**src/rtl/mmu_ctx_loader.sv**
```systemverilog
// MMU context loader: walks the mapping table in memory and programs every
// MMU entry, saving the fault register first and restoring it at the end.
module mmu_ctx_loader #(
  parameter int RV   = 16,
  parameter int PA   = RV,
  parameter int NMMU = 8
) (
  input  logic          clk,
  input  logic          reset,
  input  logic          start,
  input  logic [RV-1:0] base,
  output logic          busy,
  output logic          cpu_hold,
  output logic          done,
  output logic          mem_req,
  output logic [RV-1:0] mem_addr,
  input  logic          mem_ack,
  input  logic [RV-1:0] mem_rdata,
  input  logic          mmu_fault,
  output logic          mmu_reg_write,
  output logic [RV-1:0] mmu_reg_data,
  input  logic [RV-1:0] mmu_reg_read
);

  localparam int VB        = $clog2(NMMU);
  localparam int UNTOUCHED = RV - VB;
  localparam int IW        = $clog2(4 * NMMU);
  localparam int BPW       = RV / 8;
  localparam int PHYS_W    = PA - UNTOUCHED;
  localparam logic [IW-1:0] LAST = IW'(4 * NMMU - 1);

  typedef enum logic [2:0] {
    S_IDLE,
    S_SAVE,
    S_FETCH,
    S_SEL,
    S_ENT,
    S_RESTORE,
    S_DONE
  } state_t;

  state_t        state_q, state_d;
  logic [IW-1:0] idx_q, idx_d;
  logic [RV-1:0] base_q, base_d;
  logic [RV-1:0] saved_q, saved_d;
  logic [RV-1:0] word_q, word_d;

  logic [RV-1:0] addr_cur;
  logic [RV-1:0] sel_data;
  logic [RV-1:0] ent_data;
  logic [RV-1:0] rst_data;
  logic          unused_bits;

  assign unused_bits = ^{saved_q[0], word_q[0]};

  always_ff @(posedge clk) begin
    if (reset) begin
      state_q <= S_IDLE;
      idx_q   <= '0;
      base_q  <= '0;
      saved_q <= '0;
      word_q  <= '0;
    end else begin
      state_q <= state_d;
      idx_q   <= idx_d;
      base_q  <= base_d;
      saved_q <= saved_d;
      word_q  <= word_d;
    end
  end

  // Table walk wraps modulo 2^RV through the adder width.
  assign addr_cur = base_q + (RV'(idx_q) * RV'(BPW));

  always_comb begin
    sel_data = '0;
    sel_data[RV-1:UNTOUCHED] = idx_q[VB-1:0];
    sel_data[4] = idx_q[IW-1];
    sel_data[3] = idx_q[IW-2];
    ent_data = '0;
    ent_data[UNTOUCHED +: PHYS_W] = word_q[UNTOUCHED +: PHYS_W];
    ent_data[UNTOUCHED-1:1] = word_q[UNTOUCHED-1:1];
    ent_data[0] = 1'b1;
    rst_data = {saved_q[RV-1:1], 1'b0};
  end

  always_comb begin
    state_d       = state_q;
    idx_d         = idx_q;
    base_d        = base_q;
    saved_d       = saved_q;
    word_d        = word_q;
    done          = 1'b0;
    mem_req       = 1'b0;
    mem_addr      = '0;
    mmu_reg_write = 1'b0;
    mmu_reg_data  = '0;
    unique case (state_q)
      S_IDLE: begin
        if (start) begin
          base_d  = base;
          idx_d   = '0;
          state_d = S_SAVE;
        end
      end
      S_SAVE: begin
        saved_d = mmu_reg_read;
        state_d = S_FETCH;
      end
      S_FETCH: begin
        mem_req  = 1'b1;
        mem_addr = addr_cur;
        if (mem_ack) begin
          word_d  = mem_rdata;
          state_d = S_SEL;
        end
      end
      // A pending fault capture drops the MMU write, so hold and retry.
      S_SEL: begin
        mmu_reg_write = 1'b1;
        mmu_reg_data  = sel_data;
        if (!mmu_fault) state_d = S_ENT;
      end
      S_ENT: begin
        mmu_reg_write = 1'b1;
        mmu_reg_data  = ent_data;
        if (!mmu_fault) begin
          if (idx_q == LAST) begin
            state_d = S_RESTORE;
          end else begin
            idx_d   = idx_q + 1'b1;
            state_d = S_FETCH;
          end
        end
      end
      S_RESTORE: begin
        mmu_reg_write = 1'b1;
        mmu_reg_data  = rst_data;
        if (!mmu_fault) state_d = S_DONE;
      end
      S_DONE: begin
        done    = 1'b1;
        state_d = S_IDLE;
      end
      default: state_d = S_IDLE;
    endcase
  end

  assign busy     = (state_q != S_IDLE);
  assign cpu_hold = busy;

endmodule
```
**config.mk**
```make
export PLATFORM = sky130hd
export DESIGN_NAME = mmu_ctx_loader
export DESIGN_NICKNAME = d
export VERILOG_FILES = /design/src/rtl/mmu_ctx_loader.sv
export SDC_FILE = /design/constraint.sdc
export NUM_CORES = 1
export LEC_CHECK = 0
export CAP_MARGIN = 10
export CORE_UTILIZATION = 42
export CTS_CLUSTER_SIZE = 16
export DETAILED_ROUTE_END_ITERATION = 12
export HOLD_SLACK_MARGIN = 0.08
export PLACE_DENSITY_LB_ADDON = 0.12
export SYNTH_ARGS = -nofsm -noshare
export SYNTH_HDL_FRONTEND = slang
export SYNTH_SLANG_ARGS = --single-unit
```
**constraint.sdc**
```tcl
create_clock -name clk -period 2.5 [get_ports clk]
set_input_delay 0.75 -clock clk [delete_from_list [all_inputs] [get_ports clk]]
set_output_delay 0.75 -clock clk [all_outputs]
set_load 0.01 [all_outputs]
```
==> impl_summary.log <==
INFO  metric failed_checks = setup timing
INFO  metric ys_dominant_reg_cell = sky130_fd_sc_hd__dfxtp_1
INFO  metric grt_pass1_vias = 3107
INFO  metric post_synth_main_area_contributors = sky130_fd_sc_hd__dfxtp_1 (37%), sky130_fd_sc_hd__nand2_1 (14%), sky130_fd_sc_hd__a21oi_1 (11%)
INFO  metric avgRoutedWirePerCell = 14.45 um
INFO  metric endpoint_kind = output port
INFO  metric crit_path_max_fanout = 8
INFO  metric avgSynthCellArea = 7.504 um^2
INFO  metric synth_nets = 448
INFO  metric cts_tree = yes
INFO  metric chipWidth = 85.15 um
INFO  metric max_slew.worst_pin.slew = slightly below 0.6 ns
INFO  metric wire_length_of_the_first_global_routing_pass = 14070 um
INFO  metric regArea = about 1100 um^2
INFO  metric globalRoute.totalOverflow = 0
INFO  metric fmaxAchievable = 0.3413 GHz
INFO  metric post_layout_minimum_cycle_time = 2.930 ns
INFO  metric yosys_register_bits = 54
INFO  metric post_drt_via_cell_ratio = 5.339
INFO  metric fp.coreArea = 6495 um^2
INFO  metric standby_leakage_power = 1.768 nW
INFO  metric initial_core_util = roughly 45%
INFO  metric worstSetupPathType = reg2out
INFO  metric dp_hpwl = 5859 um
INFO  metric ant_nets = 0
INFO  metric unrepaired_setup_endpoints_after_global_routing = yes
INFO  metric grt_start_max_net_pins = 29
INFO  metric n_antenna_cell = 0
INFO  metric drive_gt1_share = approximately 24%
INFO  metric multiInputGateArea = 1884 um^2
INFO  metric post-route-worst-setup-slack = -0.4299 ns
INFO  metric post-route-drc-count = 0
INFO  metric timing_max_transition_violations_final = 0
INFO  metric p_r_area_growth_vs_syn = 53.73%
INFO  metric synth_async_sr_flop_share = 0%
INFO  metric power = around 2.5 mW
INFO  metric global_route.usage.total = 24.12%
INFO  metric synth_seq_area_share = between 30% and 40%
INFO  metric dpl_worst_slack = -0.5595 ns
INFO  metric fillers = 560
INFO  metric postCtsHoldBufs = 0
INFO  metric detail_route.wirelength = 8438 um
INFO  metric setup-violations-final = 11
INFO  metric clock_sink_count = 54
INFO  metric route.vias.total = 3118
INFO  metric finalCritPeriodShare = 117.2%
INFO  metric cp.arrival = approximately 2.2 ns
INFO  metric cts_buffers = 5
INFO  metric die_height = 85.15 um
INFO  metric netlist_instances = a little under 400
INFO  metric start_kind = flop
INFO  metric timing.hold.worst.class = reg2reg
INFO  metric num_rows = 29
INFO  metric post-synth-top-area-fraction = 37.23%
INFO  metric worstSkewPairLatency = 0.31 ns
INFO  metric power_density = 556.1 nW/um^2
INFO  metric slew_headroom = 60.62%
INFO  metric timing_hold_violations_final = 0
INFO  metric cts_htree_levels = 2
INFO  metric iter_0_drt_violations = 120
INFO  metric io_pins = 90
INFO  metric worst_clock_skew = approximately 0.0052 ns
INFO  metric vdd.ir_drop.worst = ~0.00032 V
INFO  metric netlist_area = 2904 um^2
INFO  metric synth_enable_flop_cells = 0
INFO  metric buffer_ports.inserted = 87
INFO  metric gp_congestion = between 0.8 and 0.9
INFO  metric antenna_found_initial = 0
INFO  metric drv.max_cap_violation_count = 0
INFO  metric clock_tree.root_cell = sky130_fd_sc_hd__clkbuf_8
INFO  metric cts_max_path_buffers = 2
INFO  metric drt-pass1-iter-count = 4
INFO  metric crit_required = 1.75 ns
INFO  metric yosysWarnings = 0
INFO  metric clkSlewWorstSetupHoldPaths = 0.09 ns
INFO  metric nets = around 570
INFO  metric postLayoutCoreUtil = 68.73%
INFO  metric result_of_the_run = complete, but fails checks
INFO  metric synth.largest_area_cell = sky130_fd_sc_hd__dfxtp_1
INFO  metric die-area = roughly 7300 um^2
INFO  metric synth_cell_types = 46
## placed cells by master (no fill, tap or decap), drive strengths merged, types with 2 or more instances in the layout
master	count
nor2	19
nand3	9
a21o	3
a2111o	2
xor2	2
and3	3
xnor2	2
nor3	7
nor2b	4
o2111ai	2
buf	61
nor4b	2
or3	3
nand2b	6
ha	7
a211oi	3
o21a	3
clkdlybuf4s50	52
dlygate4sd2	19
o21ai	14
inv	10
clkbuf	9
or4	2
dfxtp	54
nand2	111
and2	3
a21oi	61
mux2i	17
dlymetal6s2s	2
## registers in the layout, summed over array words and instances, names as in the netlist
signal   count
base_q      16
idx_q        5
saved_q     15
state_q      3
word_q      15
## synth_stat cells (2+ instances only)
library cell and count:
sky130_fd_sc_hd__nand2_1 111, sky130_fd_sc_hd__nor2_1 19, sky130_fd_sc_hd__buf_4 2, sky130_fd_sc_hd__nand2b_1 6
sky130_fd_sc_hd__nor4b_4 2, sky130_fd_sc_hd__or4_1 2, sky130_fd_sc_hd__a2111o_1 2, sky130_fd_sc_hd__inv_2 2
sky130_fd_sc_hd__o2111ai_1 2, sky130_fd_sc_hd__a21o_1 3, sky130_fd_sc_hd__nor2b_1 4, sky130_fd_sc_hd__ha_1 7
sky130_fd_sc_hd__inv_1 8, sky130_fd_sc_hd__a21oi_1 61, sky130_fd_sc_hd__nor3_1 6, sky130_fd_sc_hd__buf_2 8
sky130_fd_sc_hd__dfxtp_1 54, sky130_fd_sc_hd__nand3_1 9, sky130_fd_sc_hd__buf_6 2, sky130_fd_sc_hd__mux2i_1 17
sky130_fd_sc_hd__clkbuf_1 12, sky130_fd_sc_hd__or3_1 3, sky130_fd_sc_hd__xnor2_1 2, sky130_fd_sc_hd__and3_1 3
sky130_fd_sc_hd__a211oi_1 2, sky130_fd_sc_hd__and2_1 3, sky130_fd_sc_hd__o21ai_0 13, sky130_fd_sc_hd__o21a_1 3
sky130_fd_sc_hd__xor2_1 2
## metrics by stage
stage	hold slack [ns]	cell area (um^2)	std cells	TNS, ns
global placement	0.4381	4138	567	-4.027
finish	0.4585	4464	584	-3.339
global route	0.4775	4464	584	-4.107
detailed placement	0.4460	4138	567	-4.444
CTS	0.4598	4350	580	-3.254
floorplan	0.4317	2982	387	-0.03656
## routing by layer
metal	vias up	GRT usage (%)	wire, um
met5	-	0	0
li1	1550	-	-
met2	74	41.06	4125
met4	0	8.012	116
met3	12	3.988	321
met1	1482	31.09	3874
## cells by family (layout without fill, tap and decap cells)
group                    count (synthesis)  count (layout)  share of synthesized area [%]
AO/OA/AOI/OAI                           95              95                          18.96
buffers and inverters                   35             155                          5.644
flip-flops                              54              54                          37.23
adder cells (fa/ha/maj)                  8               8                          3.705
XOR/XNOR                                 4               4                          1.207
AND/OR/NAND/NOR                        174             174                          27.40
multiplexers                            17              17                          5.859
## timing repair
item                       CTS  global route
setup endpoints to repair   36            15
gates cloned                 1             0
buffers inserted             4             4
pin swaps                   17            13
resized for setup          107            23
## cell type report
cell class                 instances  area share (%)
inverter                          10          0.8969
multi-input combinational        298           42.21
clock inverter                     1          0.1121
timing repair buffer             137           28.11
sequential                        54           24.58
clock buffer                       7           1.934
tap                               77           2.158
## worst max-delay path, stage by stage (launching register included)
cell	delay [ns]
sky130_fd_sc_hd__dfxtp_4	0.38
sky130_fd_sc_hd__ha_4	0.13
sky130_fd_sc_hd__inv_2	0.03
sky130_fd_sc_hd__fa_2	0.35
sky130_fd_sc_hd__nor2b_4	0.15
sky130_fd_sc_hd__o2111ai_4	0.19
sky130_fd_sc_hd__a2111o_1	0.43
sky130_fd_sc_hd__o21ai_2	0.07
sky130_fd_sc_hd__buf_2	0.15
## path summary, 6_finish.rpt
check / slack, ns / start / end / depth (start not counted)
worst max-delay path: -0.43 / idx_q[0] / mem_addr[9] / 8
worst min-delay path: 0.46 / word_q[2] / word_q[2] / 2
worst max register to register: 0.26 / idx_q[0] / idx_q[3] / 8
worst min register to register: 0.46 / word_q[2] / word_q[2] / 2
## power by group
group	leakage [nW]	internal, mW	switching (mW)
sequential	0.445	0.965	0.0674
combinational	1.28	0.450	0.493
clock	0.0482	0.224	0.283
total	1.77	1.64	0.843
Note: power is estimated with default switching activity, not from simulation.
